$ cat src/rtl/lsu_bus_ctrl_pkg.sv
// lsu_bus_ctrl_pkg: access sizes, FSM states and default address map shared by lsu_bus_ctrl
package lsu_bus_ctrl_pkg;
  typedef enum logic [1:0] {SZ_B = 2'd0, SZ_H = 2'd1, SZ_W = 2'd2, SZ_D = 2'd3} size_e;
  typedef enum logic [1:0] {IDLE = 2'd0, BUSY = 2'd1, DONE = 2'd2} state_e;
  localparam logic [31:0] DM_LIMIT_DEF = 32'h0000_2FFF;
  localparam logic [31:0] DEV0_BASE_DEF = 32'h0000_7F00;
  localparam logic [31:0] DEV1_BASE_DEF = 32'h0000_7F10;
  localparam int DEV_SPAN = 12;
  localparam int DEV_RO_OFF = 8;
  function automatic logic [3:0] size_bytes(input size_e s);
    return 4'd1 << s;
  endfunction
endpackage

$ cat src/rtl/lsu_bus_ctrl_if.sv
// lsu_bus_ctrl_if: pipeline request/response and data-bus signals of lsu_bus_ctrl
interface lsu_bus_ctrl_if #(
  parameter int DATA_W = 32,
  parameter int ADDR_W = 32
);
  logic req_valid, req_store, req_sign, req_ovf, flush;
  logic [1:0] req_size;
  logic [ADDR_W-1:0] req_addr, bus_addr;
  logic [DATA_W-1:0] req_wdata, rsp_rdata, bus_wdata, bus_rdata;
  logic stall, rsp_valid, exc_adel, exc_ades;
  logic bus_req, bus_we, bus_ack;
  logic [DATA_W/8-1:0] bus_be;
  modport master (
    input req_valid, req_store, req_sign, req_ovf, flush, req_size, req_addr, req_wdata,
    input bus_ack, bus_rdata,
    output stall, rsp_valid, rsp_rdata, exc_adel, exc_ades,
    output bus_req, bus_we, bus_addr, bus_be, bus_wdata
  );
  modport slave (
    output req_valid, req_store, req_sign, req_ovf, flush, req_size, req_addr, req_wdata,
    output bus_ack, bus_rdata,
    input stall, rsp_valid, rsp_rdata, exc_adel, exc_ades,
    input bus_req, bus_we, bus_addr, bus_be, bus_wdata
  );
endinterface

$ cat src/rtl/lsu_bus_ctrl_lane.sv
// lsu_bus_ctrl_lane: byte-lane enables, store data alignment and load extract/extend
module lsu_bus_ctrl_lane #(
  parameter int DATA_W = 32
) (
  input  logic [1:0]                     size_i,
  input  logic [$clog2(DATA_W/8)-1:0]    off_i,
  input  logic                           sign_i,
  input  logic [DATA_W-1:0]              wdata_i,
  input  logic [DATA_W-1:0]              rdata_i,
  output logic [DATA_W/8-1:0]            be_o,
  output logic [DATA_W-1:0]              wdata_o,
  output logic [DATA_W-1:0]              rdata_o
);
  localparam int NB = DATA_W / 8;
  localparam int BW = $clog2(DATA_W);
  logic [NB-1:0] ones;
  logic [3:0] nbytes;
  logic [BW-1:0] msb_idx;
  logic [DATA_W-1:0] shr;
  assign ones = '1;
  assign nbytes = 4'd1 << size_i;
  assign be_o = ~(ones << nbytes) << off_i;
  assign wdata_o = wdata_i << {off_i, 3'b000};
  assign msb_idx = BW'((8 << size_i) - 1);
  always_comb begin
    shr = rdata_i >> {off_i, 3'b000};
    for (int i = 0; i < DATA_W; i++) rdata_o[i] = (i < (8 << size_i)) ? shr[i] : sign_i & shr[msb_idx];
  end
endmodule

$ cat src/rtl/lsu_bus_ctrl.sv
// lsu_bus_ctrl: handshaked M-stage load/store bus master with alignment/address-map faults.
// Define LSU_TIMEOUT_EN to abort BUSY with an address exception after TIMEOUT_CYC cycles without ack.
module lsu_bus_ctrl
  import lsu_bus_ctrl_pkg::*;
#(
  parameter int DATA_W = 32,
  parameter int ADDR_W = 32,
  parameter logic [ADDR_W-1:0] DM_LIMIT = ADDR_W'(DM_LIMIT_DEF),
  parameter logic [ADDR_W-1:0] DEV0_BASE = ADDR_W'(DEV0_BASE_DEF),
  parameter logic [ADDR_W-1:0] DEV1_BASE = ADDR_W'(DEV1_BASE_DEF)
`ifdef LSU_TIMEOUT_EN
  , parameter int TIMEOUT_CYC = 15
`endif
) (
  input logic clk,
  input logic reset,
  lsu_bus_ctrl_if.master io
);
  localparam int NB = DATA_W / 8;
  localparam int OW = $clog2(NB);
  state_e state_q, state_d;
  logic kill_q, kill_d, exc_q, exc_d, store_q, sign_q;
  logic [1:0] size_q;
  logic [ADDR_W-1:0] addr_q, off0, off1;
  logic [DATA_W-1:0] wdata_q, rdata_q, lane_wdata, lane_rdata;
  logic [NB-1:0] lane_be;
  logic [3:0] nbytes;
  logic in_dm, in_dev0, in_dev1, ro_hit, fault, accept, busy, done, ack, tmo;
  assign off0 = io.req_addr - DEV0_BASE;
  assign off1 = io.req_addr - DEV1_BASE;
  assign in_dm = io.req_addr <= DM_LIMIT;
  // unsigned offsets wrap below the base, so one compare bounds each window
  assign in_dev0 = off0 < ADDR_W'(DEV_SPAN);
  assign in_dev1 = off1 < ADDR_W'(DEV_SPAN);
  assign ro_hit = (in_dev0 && off0 >= ADDR_W'(DEV_RO_OFF)) || (in_dev1 && off1 >= ADDR_W'(DEV_RO_OFF));
  assign nbytes = size_bytes(size_e'(io.req_size));
  assign fault = |(io.req_addr[3:0] & (nbytes - 4'd1))
              || (DATA_W < 64 && io.req_size == SZ_D)
              || io.req_ovf
              || !(in_dm || in_dev0 || in_dev1)
              || ((in_dev0 || in_dev1) && io.req_size < SZ_W)
              || (io.req_store && ro_hit);
  assign accept = state_q == IDLE && io.req_valid && !io.flush;
  assign busy = state_q == BUSY;
  assign done = state_q == DONE;
  assign ack = busy && io.bus_ack;
`ifdef LSU_TIMEOUT_EN
  localparam int CW = $clog2(TIMEOUT_CYC + 1);
  logic [CW-1:0] cnt_q;
  assign tmo = busy && !io.bus_ack && cnt_q == CW'(TIMEOUT_CYC - 1);
  always_ff @(posedge clk or posedge reset)
    if (reset) cnt_q <= '0;
    else cnt_q <= accept ? '0 : busy ? cnt_q + 1'b1 : cnt_q;
`else
  assign tmo = 1'b0;
`endif
  always_ff @(posedge clk or posedge reset)
    if (reset) begin
      state_q <= IDLE;
      kill_q <= 1'b0;
      exc_q <= 1'b0;
    end else begin
      state_q <= state_d;
      kill_q <= kill_d;
      exc_q <= exc_d;
    end
  // a flushed bus access still runs to its ack, then retires silently
  always_comb begin
    state_d = state_q;
    kill_d = kill_q;
    exc_d = exc_q;
    case (state_q)
      IDLE: if (accept) begin
        state_d = fault ? DONE : BUSY;
        kill_d = 1'b0;
        exc_d = fault;
      end
      BUSY: begin
        kill_d = kill_q | io.flush;
        if (io.bus_ack || tmo) begin
          state_d = kill_d ? IDLE : DONE;
          exc_d = tmo;
        end
      end
      default: state_d = IDLE;
    endcase
  end
  always_ff @(posedge clk or posedge reset)
    if (reset) begin
      store_q <= 1'b0;
      sign_q <= 1'b0;
      size_q <= '0;
      addr_q <= '0;
      wdata_q <= '0;
      rdata_q <= '0;
    end else begin
      if (accept) begin
        store_q <= io.req_store;
        sign_q <= io.req_sign;
        size_q <= io.req_size;
        addr_q <= io.req_addr;
        wdata_q <= io.req_wdata;
      end
      if (ack) rdata_q <= lane_rdata;
    end
  lsu_bus_ctrl_lane #(.DATA_W(DATA_W)) u_lane (
    .size_i (size_q),
    .off_i  (addr_q[OW-1:0]),
    .sign_i (sign_q),
    .wdata_i(wdata_q),
    .rdata_i(io.bus_rdata),
    .be_o   (lane_be),
    .wdata_o(lane_wdata),
    .rdata_o(lane_rdata)
  );
  assign io.stall = io.req_valid && !done && !io.flush;
  assign io.rsp_valid = done && !io.flush;
  assign io.exc_adel = io.rsp_valid && exc_q && !store_q;
  assign io.exc_ades = io.rsp_valid && exc_q && store_q;
  assign io.rsp_rdata = rdata_q;
  assign io.bus_req = busy;
  assign io.bus_we = busy && store_q;
  assign io.bus_addr = busy ? {addr_q[ADDR_W-1:OW], {OW{1'b0}}} : '0;
  assign io.bus_be = busy ? lane_be : '0;
  assign io.bus_wdata = busy ? lane_wdata : '0;
endmodule

$ cat src/flat_wrapper.sv
// flat-port wrapper written by rule: the top's interface ports become plain ports
module lsu_bus_ctrl_flat import lsu_bus_ctrl_pkg::*;
#(
  parameter int DATA_W = 32,
  parameter int ADDR_W = 32,
  parameter logic [ADDR_W-1:0] DM_LIMIT = ADDR_W'(DM_LIMIT_DEF),
  parameter logic [ADDR_W-1:0] DEV0_BASE = ADDR_W'(DEV0_BASE_DEF),
  parameter logic [ADDR_W-1:0] DEV1_BASE = ADDR_W'(DEV1_BASE_DEF)

)
  (clk, reset, io_req_valid, io_req_store, io_req_sign, io_req_ovf, io_flush, io_req_size, io_req_addr, io_req_wdata, io_bus_ack, io_bus_rdata, io_stall, io_rsp_valid, io_rsp_rdata, io_exc_adel, io_exc_ades, io_bus_req, io_bus_we, io_bus_addr, io_bus_be, io_bus_wdata);
  lsu_bus_ctrl_if #(.DATA_W(DATA_W), .ADDR_W(ADDR_W)) io_i ();
  input logic clk;
  input logic reset;
  input wire logic [$bits(io_i.req_valid)-1:0] io_req_valid;
  input wire logic [$bits(io_i.req_store)-1:0] io_req_store;
  input wire logic [$bits(io_i.req_sign)-1:0] io_req_sign;
  input wire logic [$bits(io_i.req_ovf)-1:0] io_req_ovf;
  input wire logic [$bits(io_i.flush)-1:0] io_flush;
  input wire logic [$bits(io_i.req_size)-1:0] io_req_size;
  input wire logic [$bits(io_i.req_addr)-1:0] io_req_addr;
  input wire logic [$bits(io_i.req_wdata)-1:0] io_req_wdata;
  input wire logic [$bits(io_i.bus_ack)-1:0] io_bus_ack;
  input wire logic [$bits(io_i.bus_rdata)-1:0] io_bus_rdata;
  output wire logic [$bits(io_i.stall)-1:0] io_stall;
  output wire logic [$bits(io_i.rsp_valid)-1:0] io_rsp_valid;
  output wire logic [$bits(io_i.rsp_rdata)-1:0] io_rsp_rdata;
  output wire logic [$bits(io_i.exc_adel)-1:0] io_exc_adel;
  output wire logic [$bits(io_i.exc_ades)-1:0] io_exc_ades;
  output wire logic [$bits(io_i.bus_req)-1:0] io_bus_req;
  output wire logic [$bits(io_i.bus_we)-1:0] io_bus_we;
  output wire logic [$bits(io_i.bus_addr)-1:0] io_bus_addr;
  output wire logic [$bits(io_i.bus_be)-1:0] io_bus_be;
  output wire logic [$bits(io_i.bus_wdata)-1:0] io_bus_wdata;
  assign io_i.req_valid = io_req_valid;
  assign io_i.req_store = io_req_store;
  assign io_i.req_sign = io_req_sign;
  assign io_i.req_ovf = io_req_ovf;
  assign io_i.flush = io_flush;
  assign io_i.req_size = io_req_size;
  assign io_i.req_addr = io_req_addr;
  assign io_i.req_wdata = io_req_wdata;
  assign io_i.bus_ack = io_bus_ack;
  assign io_i.bus_rdata = io_bus_rdata;
  assign io_stall = io_i.stall;
  assign io_rsp_valid = io_i.rsp_valid;
  assign io_rsp_rdata = io_i.rsp_rdata;
  assign io_exc_adel = io_i.exc_adel;
  assign io_exc_ades = io_i.exc_ades;
  assign io_bus_req = io_i.bus_req;
  assign io_bus_we = io_i.bus_we;
  assign io_bus_addr = io_i.bus_addr;
  assign io_bus_be = io_i.bus_be;
  assign io_bus_wdata = io_i.bus_wdata;
  lsu_bus_ctrl #(.DATA_W(DATA_W), .ADDR_W(ADDR_W), .DM_LIMIT(DM_LIMIT), .DEV0_BASE(DEV0_BASE), .DEV1_BASE(DEV1_BASE)) u_core (.clk(clk), .reset(reset), .io(io_i));
endmodule
$ cat config.mk
export PLATFORM = sky130hd
export DESIGN_NAME = lsu_bus_ctrl_flat
export DESIGN_NICKNAME = d
export VERILOG_FILES = /design/src/rtl/lsu_bus_ctrl_pkg.sv /design/src/rtl/lsu_bus_ctrl_if.sv /design/src/rtl/lsu_bus_ctrl_lane.sv /design/src/rtl/lsu_bus_ctrl.sv /design/src/flat_wrapper.sv
export SDC_FILE = /design/constraint.sdc
export NUM_CORES = 1
export LEC_CHECK = 0
export ABC_CLOCK_PERIOD_IN_PS = 9700
export BUFFER_PORTS_ARGS = -buffer_cell sky130_fd_sc_hd__buf_2
export CELL_PAD_IN_SITES_DETAIL_PLACEMENT = 1
export CELL_PAD_IN_SITES_GLOBAL_PLACEMENT = 2
export CORE_MARGIN = 2
export CORE_UTILIZATION = 32
export DETAILED_ROUTE_END_ITERATION = 8
export PLACE_DENSITY = 0.95
export SYNTH_ARGS = -nofsm -noshare
export SYNTH_HDL_FRONTEND = slang
export SYNTH_SLANG_ARGS = --single-unit
$ cat constraint.sdc
create_clock -name clk -period 9.7 [get_ports clk]
set_input_delay 1.94 -clock clk [delete_from_list [all_inputs] [get_ports clk]]
set_output_delay 1.94 -clock clk [all_outputs]
set_load 0.02 [all_outputs]
==> impl_metrics.yaml <==
floorplan:
  num_rows: 51
  die_height_um: 144
  die_w_um: 144
  die_area_um2: 20800
  pin_count: 212
  coreArea_um2: 19300
  start_util_pct: 32.5
clock_network:
  postCtsSetupRepairBufs: 0
  cts_tree: "built"
  htree_num_levels: 3
  clkLatencyLatePin_ns: 0.35
  max-clock-path-buffers: 2
  root_buffer: "clkbuf_16"
  cts_buffers: 9
  postCtsHoldBufs: 0
  cts_resized: 0
  cts.sinks: 104
  clk_pin_slew_ns: 0.08
routing:
  via_per_inst: 5.16
  route.detailed.drc: 0
  totalWireLength_um: 20400
  drtIter0Drc: 201
  routedWlPerCell_um: 18.4
  dr.pass1.iters: 4
  drtAntennaViolNets: 0
  vias: 5721
global_routing:
  grt_use_total_pct: 19.8
  grt_max_degree: 73
  antenna_found_initial: 2
  grt_pass1_vias: 5765
  grt-ovfl-total: 0
  grt_pass1_wl_um: 32000
sta:
  fmax_mhz: 206
  rsz0062_at_grt: "false"
  finalSetupViolations: 0
  relSlewSlack_pct: 34.5
  post-route-period-util_pct: 50.0
  setup-tns-final_ns: 0
  clock_skew_ns: 0.00941
  drv_slew: 0
  tightest_slew_ns: 0.982
  period_needed_ns: 4.85
  hold_viol: 0
placement:
  dp.cells: 1090
  place_hpwl_um: 15000
  place_congestion: 0.929
  postPlaceCellArea_um2: 7510
  port_buffers: 209
worst_setup_path:
  worstSetupStartpointType: "input port"
  path_class: "in -> out"
  critical_path.endpoint_type: "primary output"
  critPathRequiredTime_ns: 7.76
  path_max_fanout: 4
  cp.arrival_ns: 2.91
yosys:
  ys_seq_area_share_pct: 41.4
  ys.flop_type: "dfrtp_1"
  synthesis.area_um2: 6280
  ys_ff_latch: 104
  syn_avg_cell_area_um2: 9.53
  postSynth.asyncResetShare_pct: 100
  synthCells: 659
  ys_types: 58
  synth_warnings: 0
  synth_edf_count: 0
layout:
  nets: 945
  final_common_cell: "buf_2"
  syn_to_final_growth_pct: 24.3
  drive_above_1_share_pct: 38.5
  final_cell_area_um2: 7810
  fin_util_pct: 40.4
  instances_no_fill: 1108
  final_cell_mix: "buf_2, dfrtp_1, mux2_2"
power:
  peakVddDrop_mv: 0.0798
  p_leak_uw: 0.00363
  power_per_cell_area_nw_per_um2: 157
job:
  max_cap_violations: 0
run_status:
  outcome: "complete, no violations"
min_path:
  hp-class: "reg -> reg"
metrics by stage:
step / setup slack [ns] / total power (uW) / hold WS, ns
floorplan: 4.80 / 765 / 0.461
global placement: 4.81 / 859 / 0.458
detailed placement: 4.83 / 871 / 0.468
CTS: 4.82 / 1240 / 0.487
global route: 4.79 / 1300 / 0.512
finish: 4.85 / 1220 / 0.486
state kept, by name, summed over array words and instances (netlist names):
name	count
u_core.addr_q	32
u_core.exc_q	1
u_core.io.rsp_rdata	32
u_core.kill_q	1
u_core.sign_q	1
u_core.size_q	2
u_core.state_q	2
u_core.store_q	1
u_core.wdata_q	32
layout make-up:
class,count,area [um2]
fillers,2311,11500
well taps,265,332
clock buffers,9,225
flip-flops and latches,104,2610
clock inverters,7,62.6
repair buffers,216,1100
inverters,9,36.3
multi-input cells,496,3440
diodes,2,5.00
path summary, 6_finish.rpt:
kind                                                          from                                 end  slack [ns]  depth (start not counted)
worst min-delay path            u_core.io.rsp_rdata[2]$_DFFE_PP0P_  u_core.io.rsp_rdata[2]$_DFFE_PP0P_        0.49                          2
worst max-delay path                                      io_flush                         io_exc_ades        4.85                          4
max in group asynchronous                                    reset        u_core.addr_q[1]$_DFFE_PP0P_        6.77                          3
worst max register to register       u_core.state_q[1]$_DFFE_PP0P_  u_core.io.rsp_rdata[8]$_DFFE_PP0P_        6.16                          6
min in group asynchronous                                    reset       u_core.addr_q[27]$_DFFE_PP0P_        1.63                          2
worst min register to register  u_core.io.rsp_rdata[2]$_DFFE_PP0P_  u_core.io.rsp_rdata[2]$_DFFE_PP0P_        0.49                          2
report_power, final:
group          total (uW)  switching [uW]  internal (uW)  leakage (uW)
sequential            542            43.2            499       0.00127
clock                 364             183            180      0.000144
combinational         318             178            140       0.00222
synthesized netlist by cell type (18+ instances only):
master,n,area (um2)
nor3_1,20,100
a21oi_1,36,180
nand2_1,40,150
a211oi_1,18,135
and2_1,42,263
mux2_2,76,856
nor2_1,69,259
o21ai_0,25,125
clkbuf_1,40,150
mux2i_1,37,370
dfrtp_1,104,2600
worst max-delay path, cell delays in order:
cell and delay [ns]:
buf_2 0.13, nor3b_1 0.46, and3_1 0.22, buf_2 0.16
logic make-up (layout without fill, tap and decap cells):
| group | Yosys count | after routing | synth area share, % |
|---|---|---|---|
| other cells | 1 | 4 | 0.0597 |
| buf+inv | 60 | 241 | 3.87 |
| xor+xnor | 8 | 8 | 1.12 |
| flops | 104 | 104 | 41.4 |
| mux | 113 | 113 | 19.5 |
| compound gates | 132 | 132 | 13.8 |
| fa+ha+maj | 4 | 4 | 0.757 |
| simple gates | 237 | 237 | 19.4 |
layer usage:
metal	wire, um	track usage, %	vias up	part of all wire (%)
li1	-	-	2712	-
met1	9200	26.8	2822	45
met2	9770	32.3	162	48
met3	1050	3.58	25	5.2
met4	414	5.93	0	2.0
met5	0	0	-	0
Power figures use the tool's default switching activity.
